## src/rtl/design_sel_ctrl.sv

```systemverilog
// Boot-time design selector: synchronises and debounces the selection pins, then
// locks a value onto the multiplexer's design_sel bus, parking it at 5'h1F otherwise.
module design_sel_ctrl #(
  parameter int unsigned SETTLE_CYCLES = 8,
  parameter int unsigned FILTER_CYCLES = 16
) (
  input  logic       clk_i,
  input  logic       rst_n,
  input  logic [4:0] sel_pins_i,
  input  logic       reselect_i,
  output logic [4:0] design_sel_o,
  output logic       sel_valid_o,
  output logic [1:0] state_o,
  output logic [7:0] restarts_o
);

  localparam int unsigned SEL_W = 5;
  localparam int unsigned CNT_W = 8;

  localparam logic [SEL_W-1:0] IDLE_SEL    = SEL_W'(5'h1F);
  localparam logic [CNT_W-1:0] SETTLE_LAST = CNT_W'(SETTLE_CYCLES - 1);
  localparam logic [CNT_W-1:0] FILTER_LAST = CNT_W'(FILTER_CYCLES - 1);
  localparam logic [CNT_W-1:0] CNT_MAX     = {CNT_W{1'b1}};

  typedef enum logic [1:0] {
    ST_PARK   = 2'd0,
    ST_FILTER = 2'd1,
    ST_RUN    = 2'd2
  } state_t;

  logic [SEL_W-1:0] sync_meta_q;
  logic [SEL_W-1:0] sync_q;

  state_t           state_q,    state_d;
  logic [CNT_W-1:0] cnt_q,      cnt_d;
  logic [SEL_W-1:0] cand_q,     cand_d;
  logic [SEL_W-1:0] sel_q,      sel_d;
  logic             valid_q,    valid_d;
  logic [CNT_W-1:0] restarts_q, restarts_d;

  // Two-flop synchroniser; resets to the idle code so an early sample looks parked.
  always_ff @(posedge clk_i or negedge rst_n) begin
    if (!rst_n) begin
      sync_meta_q <= IDLE_SEL;
      sync_q      <= IDLE_SEL;
    end else begin
      sync_meta_q <= sel_pins_i;
      sync_q      <= sync_meta_q;
    end
  end

  // State and registered-output flops.
  always_ff @(posedge clk_i or negedge rst_n) begin
    if (!rst_n) begin
      state_q    <= ST_PARK;
      cnt_q      <= '0;
      cand_q     <= IDLE_SEL;
      sel_q      <= IDLE_SEL;
      valid_q    <= 1'b0;
      restarts_q <= '0;
    end else begin
      state_q    <= state_d;
      cnt_q      <= cnt_d;
      cand_q     <= cand_d;
      sel_q      <= sel_d;
      valid_q    <= valid_d;
      restarts_q <= restarts_d;
    end
  end

  // Next-state logic: settle, debounce, lock, and re-selection.
  always_comb begin
    state_d    = state_q;
    cnt_d      = cnt_q;
    cand_d     = cand_q;
    sel_d      = sel_q;
    valid_d    = valid_q;
    restarts_d = restarts_q;

    unique case (state_q)
      ST_PARK: begin
        sel_d   = IDLE_SEL;
        valid_d = 1'b0;
        if (cnt_q == SETTLE_LAST) begin
          state_d = ST_FILTER;
          cand_d  = sync_q;
          cnt_d   = '0;
        end else begin
          cnt_d = cnt_q + CNT_W'(1);
        end
      end

      ST_FILTER: begin
        // A pin change wins over a would-be lock on the same edge.
        if (sync_q != cand_q) begin
          cand_d = sync_q;
          cnt_d  = '0;
          if (restarts_q != CNT_MAX) begin
            restarts_d = restarts_q + CNT_W'(1);
          end
        end else if (cnt_q == FILTER_LAST) begin
          state_d = ST_RUN;
          sel_d   = cand_q;
          valid_d = 1'b1;
        end else begin
          cnt_d = cnt_q + CNT_W'(1);
        end
      end

      ST_RUN: begin
        if (reselect_i) begin
          state_d = ST_PARK;
          sel_d   = IDLE_SEL;
          valid_d = 1'b0;
          cnt_d   = '0;
        end
      end

      default: begin
        state_d = ST_PARK;
        sel_d   = IDLE_SEL;
        valid_d = 1'b0;
        cnt_d   = '0;
      end
    endcase
  end

  assign design_sel_o = sel_q;
  assign sel_valid_o  = valid_q;
  assign state_o      = state_q;
  assign restarts_o   = restarts_q;

endmodule
```

## config.mk

```make
export PLATFORM = sky130hd
export DESIGN_NAME = design_sel_ctrl
export DESIGN_NICKNAME = d
export VERILOG_FILES = /design/src/rtl/design_sel_ctrl.sv
export SDC_FILE = /design/constraint.sdc
export NUM_CORES = 1
export LEC_CHECK = 0
export ABC_AREA = 1
export CAP_MARGIN = 20
export CORE_MARGIN = 2
export CORE_UTILIZATION = 45
export CTS_BUF_LIST = sky130_fd_sc_hd__clkbuf_8 sky130_fd_sc_hd__clkbuf_16
export DETAILED_ROUTE_END_ITERATION = 6
export HOLD_SLACK_MARGIN = 0.05
export PLACE_DENSITY = 0.72
export SLEW_MARGIN = 25
export SYNTH_ARGS = -nofsm -noshare
export SYNTH_HDL_FRONTEND = slang
export SYNTH_SLANG_ARGS = --single-unit
```

## constraint.sdc

```tcl
create_clock -name clk_i -period 1.7 [get_ports clk_i]
set_input_delay 0.34 -clock clk_i [delete_from_list [all_inputs] [get_ports clk_i]]
set_output_delay 0.34 -clock clk_i [all_outputs]
set_load 0.05 [all_outputs]
```

Word level (Yosys, flattened, before mapping)
Index checks and enable logic that the tools add are counted.

Add/subtract/negate cells: 2. Equal/unequal tests: 12. Multiplexer cells: 21. Reductions and logical operators: 7.

Operators with widths (number): $mux 8 (4); $mux 5 (5); $pmux 8 s3 (1); $pmux 5 s2 (2); $add 8x1->8 const B (2); $ne 2x2->1 const B (5); $reduce_and 3->1 (3); $eq 8x3->1 const B (1); $eq 8x4->1 const B (1); $mux 2 (4); $ne 8x8->1 const B (1); $pmux 2 s3 (1); $ne 5x5->1 (1); $reduce_and 4->1 (1); $mux 1 (3); $ne 3x3->1 const B (1); $eq 2x1->1 const B (1); $eq 2x2->1 const B (1); $logic_not 2->1 (1); $pmux 1 s2 (1); $reduce_and 2->1 (1); $reduce_bool 2->1 (1).

Register bits: 39. Input bits: 8. Output and inout port bits: 16. Word-level logic and storage cells: 50.

Logic depth before layout (Yosys ltp)
Gate-level depths: netlist of run 1.

Depth after elaboration: 4. Mapped depth: 9. Mapped depth without buffers: 9.

Worst setup path after synthesis of run 1
No wires, ideal clock.

Path type: register to register. Start: reg restarts_q[0] (netlist: restarts_o[0]). End: reg restarts_q[4] (netlist: restarts_o[4]). Setup time: 0.066 ns. Arrival: 1.716 ns. Required time: 1.634 ns. Slack: -0.082 ns. Cell stages (with the launch flop): 10. Buffers on the path: 0. Clock period less this slack: 1.782 ns. Cells stage by stage: dfrtp_1 -> ha_1 -> nand2_1 -> nor2_2 -> nand3_1 -> nor3_2 -> nor2_4 -> nand2_4 -> nand2_1 -> nand2_1.

Cells in the longest elaborated chain, start to end: 2. Elaborated cells between the ends (all ways): 3. Those cells by class: add/sub (1); eq/ne (1); reduce/logical (1).

RTL lines: start, declared (RTL line 39) `logic [CNT_W-1:0] restarts_q, restarts_d;`; start signal, assigned (RTL line 67) `restarts_q <= restarts_d;`; branches (longest 2 deep; another with $add 8x1->8).

Several ways; the timed one is not identified. A chain may end at the register's enable or synchronous reset.

Worst setup path after layout of run 1
Start: reg cand_q[2]. End: reg cnt_q[5].

Cells in the longest elaborated chain, start to end: 3. Elaborated cells between the ends (all ways): 5. Those cells by class: eq/ne (2); mux (2); reduce/logical (1).

RTL lines: start, declared (RTL line 36) `logic [SEL_W-1:0] cand_q, cand_d;`; start signal, assigned (RTL line 64) `cand_q <= cand_d;`; $ne 5x5->1 * (RTL line 95) `if (sync_q != cand_q) begin`; $mux 8 or $ne 3x3->1 (tied branches); $pmux 8 s3 or $reduce_and 2->1 (tied branches); end signal, assigned (RTL line 63) `cnt_q <= cnt_d;`; end, declared (RTL line 35) `logic [CNT_W-1:0] cnt_q, cnt_d;`.

Mark *: on every way between the ends. The rest lies on a longest branch, timed or not.

==> results of run 1 <==
-- Yosys cell counts --
cell type / instances / area, um2
nor3_1: 4 / 20.0
nor2_2: 3 / 18.8
xnor2_1: 2 / 17.5
inv_1: 20 / 75.1
nor2_4: 3 / 33.8
o211ai_1: 1 / 7.51
buf_2: 1 / 5.00
nand4_2: 1 / 12.5
nand3_2: 2 / 20.0
nand2_2: 4 / 25.0
dfstp_2: 20 / 526
nand2_4: 4 / 45.0
nor2_1: 8 / 30.0
nand3b_1: 1 / 7.51
nand3_1: 23 / 115
nand4_1: 12 / 75.1
a21oi_1: 1 / 5.00
xor2_1: 8 / 70.1
ha_1: 2 / 25.0
nor3_2: 1 / 10.0
dfrtp_1: 19 / 475
nand3_4: 2 / 35.0
inv_2: 7 / 26.3
nand2_1: 102 / 383
-- power groups by stage --
| stage | Combinational (mW) | Clock [mW] | Sequential, mW |
|---|---|---|---|
| after floorplan | 0.333 | 0 | 1.81 |
| after global placement | 1.28 | 0 | 1.36 |
| after detailed placement | 1.31 | 0 | 1.37 |
| after CTS | 1.31 | 0.818 | 1.36 |
| after global routing | 1.42 | 0.854 | 1.40 |
| final | 1.33 | 0.795 | 1.37 |
-- sequential cells by signal, indices dropped and copies added, names as in the netlist --
signal        flops
sel_valid_o       1
state_o           2
sync_meta_q       5
design_sel_o      5
cand_q            5
sync_q            5
cnt_q             8
restarts_o        8
-- per-layer routing --
metal / global-route usage (%) / vias up / wire length, um / share of wire [%]
li1: - / 866 / - / -
met1: 21.8 / 817 / 1820 / 44
met2: 29.9 / 42 / 2050 / 50
met3: 4.36 / 7 / 186 / 4.5
met4: 6.29 / 0 / 59 / 1.4
met5: 0 / - / 0 / 0
-- through the flow --
| stage | setup slack [ns] | hold slack (ns) | util, % |
|---|---|---|---|
| final | 0.140 | 0.358 | 59.6 |
| after global routing | 0.0133 | 0.362 | 59.6 |
| after CTS | 0.125 | 0.360 | 58.3 |
| after detailed placement | 0.103 | 0.323 | 55.4 |
| after global placement | 0.136 | 0.320 | 55.4 |
| after floorplan | 0.0804 | 0.0444 | - |
-- timing repair --
| item | CTS | global route |
|---|---|---|
| setup buffers | 0 | 2 |
| hold buffers | 1 | 0 |
| hold endpoints to repair | 19 | 0 |
| endpoints found under the setup margin | 0 | 4 |
| resized for setup | 0 | 6 |
-- path summary, 6_finish.rpt --
kind,endpoint,slack [ns],depth (start not counted)
max in group asynchronous,cand_q[3],0.91,3
worst min-delay path,sync_q[1],0.36,0
worst min register to register,sync_q[1],0.36,0
worst max register to register,cnt_q[5],0.14,7
min in group asynchronous,restarts_o[2],0.52,3
worst max-delay path,cnt_q[5],0.14,7
-- cell families (layout without fill, tap and decap cells) --
family | after synthesis | count (layout) | synth area share, %
XOR/XNOR | 10 | 10 | 4.25
buffers and inverters | 28 | 65 | 5.15
AO/OA/AOI/OAI | 2 | 2 | 0.606
flip-flops | 39 | 39 | 48.5
adder cells (fa/ha/maj) | 2 | 2 | 1.21
AND/OR/NAND/NOR | 170 | 170 | 40.3
-- cell type report --
type / count / area, um2 / area share, %
Sequential cell: 39 / 1000 / 38.4
Multi-Input combinational cell: 184 / 988 / 37.8
Timing Repair Buffer: 30 / 340 / 13.0
Inverter: 27 / 101 / 3.88
Clock buffer: 5 / 68.8 / 2.63
Tap cell: 52 / 65.1 / 2.49
Clock inverter: 3 / 47.5 / 1.82
==> impl_metrics.env, run 1 <==
export IMPL_min_period_ns=1.56
export IMPL_final_common_cell="nand2_1"
export IMPL_slowest_stage="dfstp_2"
export IMPL_path_cells="xnor2_1 > nand3_2 > nor2_4 > nand2_2 > nand2_4 > nand2_1 > nand3_1"
export IMPL_p_leak_nw=1.34
export IMPL_hp_start="sync_meta_q[1]"
export IMPL_cts_buffer_depth=2
export IMPL_die_h_um=71.7
export IMPL_drtPass1Iterations=4
export IMPL_postSynthAreaPerCell_um2=8.22
export IMPL_area_growth_pct=26.7
export IMPL_syn_inst=251
export IMPL_layout_common_cells="102 x nand2_1, 22 x nand3_1, 20 x inv_1, 20 x dfstp_2, 17 x dfrtp_1"
export IMPL_power_total_mw=3.50
export IMPL_path_max_fanout=9
export IMPL_drv_cap=0
export IMPL_gp_congestion=0.872
export IMPL_ys_warn_count=0
export IMPL_skew_ns=0.00622
export IMPL_root_buffer="clkbuf_8"
export IMPL_ant_nets=0
export IMPL_pwr_share_comb_pct=38.1
export IMPL_drt_total_wl_um=4110
export IMPL_sw_frac_of_total_pct=38.4
export IMPL_path_class="reg -> reg"
export IMPL_hp_class="reg -> reg"
export IMPL_fill_cells=368
export IMPL_dp_hpwl_um=2920
export IMPL_routedWlPerCell_um=12.1
export IMPL_via_per_inst=5.09
export IMPL_grt_total_usage_pct=17.6
export IMPL_drc=0
export IMPL_worstPathArrival_ns=1.79
export IMPL_power_density_nw_per_um2=1340
export IMPL_dp_cells=329
export IMPL_report_final_slew_viol_count=0
export IMPL_ys_seq_elements=39
export IMPL_h_tree_depth=2
export IMPL_setup_violations=0
export IMPL_fp_row_count=24
export IMPL_setup_worst_path_start="cand_q[2]"
export IMPL_vias=1732
export IMPL_cp_data_required_time_ns=1.93
export IMPL_cts_clk_slew_worst_paths_ns=0.08
export IMPL_status="finished clean"
export IMPL_grt_pass1_vias=1591
export IMPL_p_int_mw=2.16
export IMPL_die_area_um2=5140
export IMPL_drive_gt1_share_pct=29.2
export IMPL_hold_viol=0
export IMPL_clock_sinks=39
export IMPL_worst_setup_path_start_kind="flip-flop"
export IMPL_fin_area_um2=2620
export IMPL_antenna_found_initial=0
export IMPL_ir_drop_uv=841
export IMPL_max_freq_mhz=641
export IMPL_p_seq_share_pct=39.2
export IMPL_slew_headroom_pct=80.3
export IMPL_synth_fp_nets=261
export IMPL_place_area_um2=2430
export IMPL_worstSetupEndpointType="flip-flop"
export IMPL_cts_tree="done"
export IMPL_slowest_delay_ns=0.58
export IMPL_synth_distinct_cells=24
export IMPL_fp_dieW_um=71.7
export IMPL_r2r_start="cand_q[2]"
export IMPL_clk_latency_ns=0.30
export IMPL_worst_pin_slew_ns=0.295
export IMPL_antenna_cells=0
export IMPL_clockPowerShare_pct=22.7
export IMPL_p_sw_mw=1.35
export IMPL_cp_top_family="simple AND/OR/NAND/NOR gates"
export IMPL_layout_cells_non_filler=340
export IMPL_coreArea_um2=4380
export IMPL_syn_area_um2=2060
export IMPL_grt_overflow=0
export IMPL_grt_pass1_wl_um=7090
export IMPL_ioPinCount=24
export IMPL_timing_setup_tns_ns=0
export IMPL_nets=297
export IMPL_critPathBufInv=0
export IMPL_cts_buffers=5
export IMPL_period_share_pct=91.7
export IMPL_grt_max_degree=40
export IMPL_grt_setup_unrepaired="no"
export IMPL_drt_iter0_drc=64
export IMPL_ys_seq_area_share_pct=48.5
export IMPL_port_buffers=23
export IMPL_start_util_pct=47.1
Power figures use the tool's default switching activity.
==> run 2, diff against run 1 <==
--- a/config.mk
+++ b/config.mk
@@ -17,3 +17,4 @@
 export SYNTH_ARGS = -nofsm -noshare
 export SYNTH_HDL_FRONTEND = slang
 export SYNTH_SLANG_ARGS = --single-unit
+export TNS_END_PERCENT = 1
==> run 2 against run 1 <==
Count of clock-buffer cells in the layout unchanged. Clock power about the same. Sequential cell count unchanged. Clock skew down 0.0030 ns. Utilization down 0.66 points. Design area down 1.1%. Fmax up 0.69%. Highest routed layer unchanged.
==> impl_metrics.env, run 2 (synthesis gave the netlist of run 1 again) <==
export IMPL_port_buffers=23
export IMPL_h_tree_depth=2
export IMPL_cts_buffers=5
export IMPL_ant_nets=0
export IMPL_dp_hpwl_um=2920
export IMPL_ff2ff_setup_slack_ns=0.15
export IMPL_die_h_um=71.7
export IMPL_via_per_inst=5.11
export IMPL_setup_violations=0
export IMPL_cp_data_required_time_ns=1.89
export IMPL_drt_total_wl_um=4030
export IMPL_p_sw_mw=1.34
export IMPL_cts_buffer_depth=2
export IMPL_grt_setup_unrepaired="yes"
export IMPL_p_leak_nw=1.32
export IMPL_max_freq_mhz=646
export IMPL_r2r_start="sync_q[2]"
export IMPL_setup_ws_ns=0.151
export IMPL_vias=1731
export IMPL_root_buffer="clkbuf_8"
export IMPL_critPathBufInv=1
export IMPL_grt_pass1_wl_um=7090
export IMPL_path_class="reg -> reg"
export IMPL_grt_max_degree=40
export IMPL_period_share_pct=91.1
export IMPL_grt_total_usage_pct=17.6
export IMPL_antenna_found_initial=0
export IMPL_drv_cap=0
export IMPL_routedWlPerCell_um=11.9
export IMPL_layout_common_cells="102 x nand2_1, 22 x nand3_1, 20 x inv_1, 20 x dfstp_2, 17 x dfrtp_1"
export IMPL_worstPathArrival_ns=1.74
export IMPL_nets=296
export IMPL_hold_viol=0
export IMPL_cts_tree="done"
export IMPL_ir_drop_uv=840
export IMPL_sw_frac_of_total_pct=38.4
export IMPL_cp_top_family="simple AND/OR/NAND/NOR gates"
export IMPL_r2r_cells=9
export IMPL_cts_clk_slew_worst_paths_ns=0.08
export IMPL_slew_headroom_pct=73.2
export IMPL_slowest_delay_ns=0.57
export IMPL_p_int_mw=2.15
export IMPL_hold_path_cell_count=0
export IMPL_power_density_nw_per_um2=1350
export IMPL_gp_congestion=0.872
export IMPL_coreArea_um2=4380
export IMPL_p_seq_share_pct=39.3
export IMPL_start_util_pct=47.1
export IMPL_fill_cells=372
export IMPL_hp_class="reg -> reg"
export IMPL_worstSetupEndpointType="flip-flop"
export IMPL_setup_worst_path_start="sync_q[2]"
export IMPL_hold_end="sync_q[1]"
export IMPL_clockPowerShare_pct=22.7
export IMPL_clock_sinks=39
export IMPL_power_total_mw=3.49
export IMPL_wl_met3_um=195
export IMPL_hp_start="sync_meta_q[1]"
export IMPL_slowest_stage="dfstp_2"
export IMPL_path_cells="inv_1 > nand2_1 > nand2_1 > nor2_2 > nand3_4 > nand2_4 > nand3_4 > nand2_1 > nand2_1"
export IMPL_final_common_cell="nand2_1"
export IMPL_crit_path_frequent_cell="nand2_1"
export IMPL_status="finished clean"
export IMPL_skew_ns=0.00320
export IMPL_r2r_end="sel_valid_o"
export IMPL_drt_iter0_drc=69
export IMPL_clk_latency_ns=0.30
export IMPL_ioPinCount=24
export IMPL_dp_slack_ns=0.103
export IMPL_path_max_fanout=10
export IMPL_area_growth_pct=25.3
export IMPL_routed_wl_met2_um=1930
export IMPL_grt_pass1_vias=1591
export IMPL_worst_pin_slew_ns=0.403
export IMPL_fp_dieW_um=71.7
export IMPL_min_period_ns=1.55
export IMPL_grt_overflow=0
export IMPL_antenna_cells=0
export IMPL_routed_top_layer="met4"
export IMPL_fp_row_count=24
export IMPL_wirelength_met1_um=1830
export IMPL_pwr_share_comb_pct=38.0
export IMPL_worst_setup_path_start_kind="flip-flop"
export IMPL_report_final_slew_viol_count=0
export IMPL_drc=0
export IMPL_drive_gt1_share_pct=28.2
export IMPL_drtPass1Iterations=4
export IMPL_die_area_um2=5140
-- run 2: cell count changes in the layout (fill, tap and decap cells not counted), sizes merged --
cell / previous run / this run
buf: 23 / 22
-- run 2: area by class of cell --
class	instances	area, um2	share of cell area [%]
inverter	27	101	3.92
tap	52	65.1	2.52
clock inverter	3	47.5	1.84
clock buffer	5	68.8	2.66
sequential	39	1000	38.8
multi-input combinational	184	980	37.9
timing repair buffer	29	320	12.4
-- run 2: worst max-delay path by stage --
stage               cells past startpoint  slack, ns       endpoint
finish                                  9       0.15    sel_valid_o
global route                            8     -0.004       cnt_q[0]
CTS                                     9       0.13    sel_valid_o
detailed placement                      6       0.10       cnt_q[5]
global placement                        6       0.14       cnt_q[5]
floorplan                               9       0.08  restarts_o[4]
-- run 2: power groups by stage --
stage	logic (mW)	clock network, mW	registers (mW)
2_1_floorplan	0.333	0	1.81
3_3_place_gp	1.28	0	1.36
3_5_place_dp	1.31	0	1.37
4_1_cts	1.31	0.818	1.36
5_1_grt	1.42	0.854	1.40
6_report	1.33	0.794	1.37
-- run 2: what timing repair did --
action                                 4_1_cts  5_1_grt
buffers inserted                             0        1
setup endpoints to repair                    0        4
resized for setup                            0        4
endpoints found under the hold margin       19        0
hold buffers                                 1        0
-- run 2: metal layers --
metal | GRT usage, % | vias up
li1 | - | 867
met1 | 21.8 | 809
met2 | 29.9 | 46
met3 | 4.36 | 9
met4 | 6.29 | 0
met5 | 0 | -
-- run 2: metrics by stage --
step                util [%]  hold slack (ns)  cell area (um2)  setup TNS [ns]  instances
floorplan                  -           0.0444             2070               0        251
global placement        55.4            0.320             2430               0        329
global route            59.0            0.362             2590        -0.00673        339
finish                  59.0            0.358             2590               0        339
detailed placement      55.4            0.323             2430               0        329
CTS                     58.3            0.360             2550               0        338
==> run 3, diff against run 2 <==
==> constraint.sdc (replaced) <==
create_clock -name clk_i -period 1.6 [get_ports clk_i]
set_input_delay 0.32 -clock clk_i [delete_from_list [all_inputs] [get_ports clk_i]]
set_output_delay 0.32 -clock clk_i [all_outputs]
set_load 0.05 [all_outputs]
==> run 3 against run 2 <==
Setup slack got worse by 0.027 ns. Fmax grew 4.9%. First-iteration DRC count up 20%. Count of clock-buffer cells in the layout rose by 1. Cell count up 0.59%. Via count decreased by 2.1%.
==> impl_metrics.env, run 3 (synthesis gave the netlist of run 1 again) <==
export IMPL_status="finished clean"
export IMPL_h_tree_depth=2
export IMPL_pwr_share_comb_pct=42.4
export IMPL_drive_gt1_share_pct=31.1
export IMPL_grt_setup_unrepaired="yes"
export IMPL_routedWlPerCell_um=11.6
export IMPL_coreArea_um2=4380
export IMPL_fill_cells=359
export IMPL_drv_cap=0
export IMPL_ioPinCount=24
export IMPL_ff2ff_setup_slack_ns=0.12
export IMPL_worst_setup_path_start_kind="flip-flop"
export IMPL_worstSetupEndpointType="flip-flop"
export IMPL_clockPowerShare_pct=20.1
export IMPL_slew_headroom_pct=68.4
export IMPL_grt_total_usage_pct=18.0
export IMPL_path_cells="ha_1 > nand2_1 > inv_2 > nand4_1 > nand2_1 > nand3_4 > nand2_1 > nand2_1"
export IMPL_die_h_um=71.7
export IMPL_report_final_slew_viol_count=0
export IMPL_drt_iter0_drc=83
export IMPL_cts_buffers=5
export IMPL_slowest_delay_ns=0.39
export IMPL_worst_pin_slew_ns=0.475
export IMPL_via_per_inst=4.97
export IMPL_drtPass1Iterations=4
export IMPL_grt_pass1_wl_um=7270
export IMPL_dp_hpwl_um=2920
export IMPL_setup_violations=0
export IMPL_seq_area_um2=1010
export IMPL_cp_data_required_time_ns=1.80
export IMPL_clk_latency_ns=0.31
export IMPL_hold_ws_ns=0.0439
export IMPL_antenna_found_initial=0
export IMPL_hold_viol=0
export IMPL_layout_common_cells="102 x nand2_1, 22 x nand3_1, 20 x dfstp_2"
export IMPL_die_area_um2=5140
export IMPL_place_area_um2=2570
export IMPL_drt_total_wl_um=3950
export IMPL_drc=0
export IMPL_period_share_pct=92.2
export IMPL_final_common_cell="nand2_1"
export IMPL_fp_dieW_um=71.7
export IMPL_min_period_ns=1.48
export IMPL_sw_frac_of_total_pct=37.6
export IMPL_port_buffers=23
export IMPL_worstPathArrival_ns=1.67
export IMPL_fp_row_count=24
export IMPL_slowest_stage="dfrtp_1"
export IMPL_p_int_mw=2.45
export IMPL_vias=1695
export IMPL_p_sw_mw=1.48
export IMPL_ir_drop_uv=687
export IMPL_hp_class="in -> async"
export IMPL_max_freq_mhz=678
export IMPL_fin_area_um2=2710
export IMPL_cts_clk_slew_worst_paths_ns=0.09
export IMPL_antenna_cells=0
export IMPL_cts_tree="done"
export IMPL_p_leak_nw=1.37
export IMPL_multi_input_area_um2=996
export IMPL_path_max_fanout=7
export IMPL_area_growth_pct=31.5
export IMPL_post_route_util_pct=61.9
export IMPL_gp_congestion=0.931
export IMPL_start_util_pct=47.1
export IMPL_nets=298
export IMPL_ant_nets=0
export IMPL_grt_max_degree=40
export IMPL_cts_buffer_depth=2
export IMPL_hold_buffers=0
export IMPL_path_class="reg -> reg"
export IMPL_p_seq_share_pct=37.5
export IMPL_root_buffer="clkbuf_8"
export IMPL_clock_sinks=39
export IMPL_crit_path_frequent_cell="nand2_1"
export IMPL_cp_top_family="simple AND/OR/NAND/NOR gates"
export IMPL_power_density_nw_per_um2=1450
export IMPL_critPathBufInv=1
export IMPL_skew_ns=0.0192
export IMPL_grt_pass1_vias=1688
export IMPL_grt_overflow=0
-- run 3: cell count changes in the layout (fill, tap and decap cells not counted), moves of 2 or more --
| cell | previous run | this run |
|---|---|---|
| buf_4 | 14 | 8 |
| dfrtp_2 | 2 | 4 |
| buf_12 | 7 | 15 |
| dfrtp_1 | 17 | 15 |
-- run 3: path summary, 6_finish.rpt --
path | to | start | cells after the start
min | restarts_o[0] | rst_n | 2
max | sel_valid_o | cnt_q[0] | 8
min reg2reg | sync_q[4] | sync_meta_q[4] | 0
max reg2reg | sel_valid_o | cnt_q[0] | 8
min in group clk_i | sync_q[4] | sync_meta_q[4] | 0
max in group asynchronous | sync_q[1] | rst_n | 2
-- run 3: what timing repair did --
item                       CTS  global route
setup buffers                0             1
setup endpoints to repair    0            22
resized for setup            0             7
-- run 3: layout make-up --
type	instances	share of cell area (%)
sequential	39	37.1
multi-input combinational	184	36.7
timing repair buffer	31	16.1
inverter	27	3.73
clock buffer	6	3.46
tap	52	2.40
clock inverter	2	0.553
-- run 3: per-stage QoR --
stage / setup WS [ns] / cells / power, mW / setup TNS [ns]
detailed placement: 0.0634 / 332 / 3.15 / 0
global route: -0.0248 / 341 / 4.15 / -0.0917
finish: 0.124 / 341 / 3.93 / 0
CTS: 0.0450 / 340 / 3.95 / 0
floorplan: 0.000384 / 251 / 2.31 / 0
global placement: 0.102 / 332 / 3.12 / 0
-- run 3: per-layer routing --
layer  wire, um  global-route usage [%]  up-vias
li1           -                       -      871
met1       1850                    22.6      777
met2       1840                    29.4       37
met3        166                    4.22       10
met4        101                    8.18        0
met5          0                       0        -
-- run 3: power groups by stage --
stage	sequential, mW	combinational [mW]	clock (mW)
after floorplan	1.94	0.367	0
after global placement	1.50	1.61	0
after detailed placement	1.51	1.64	0
after CTS	1.50	1.64	0.811
after global routing	1.50	1.78	0.864
final	1.47	1.67	0.789
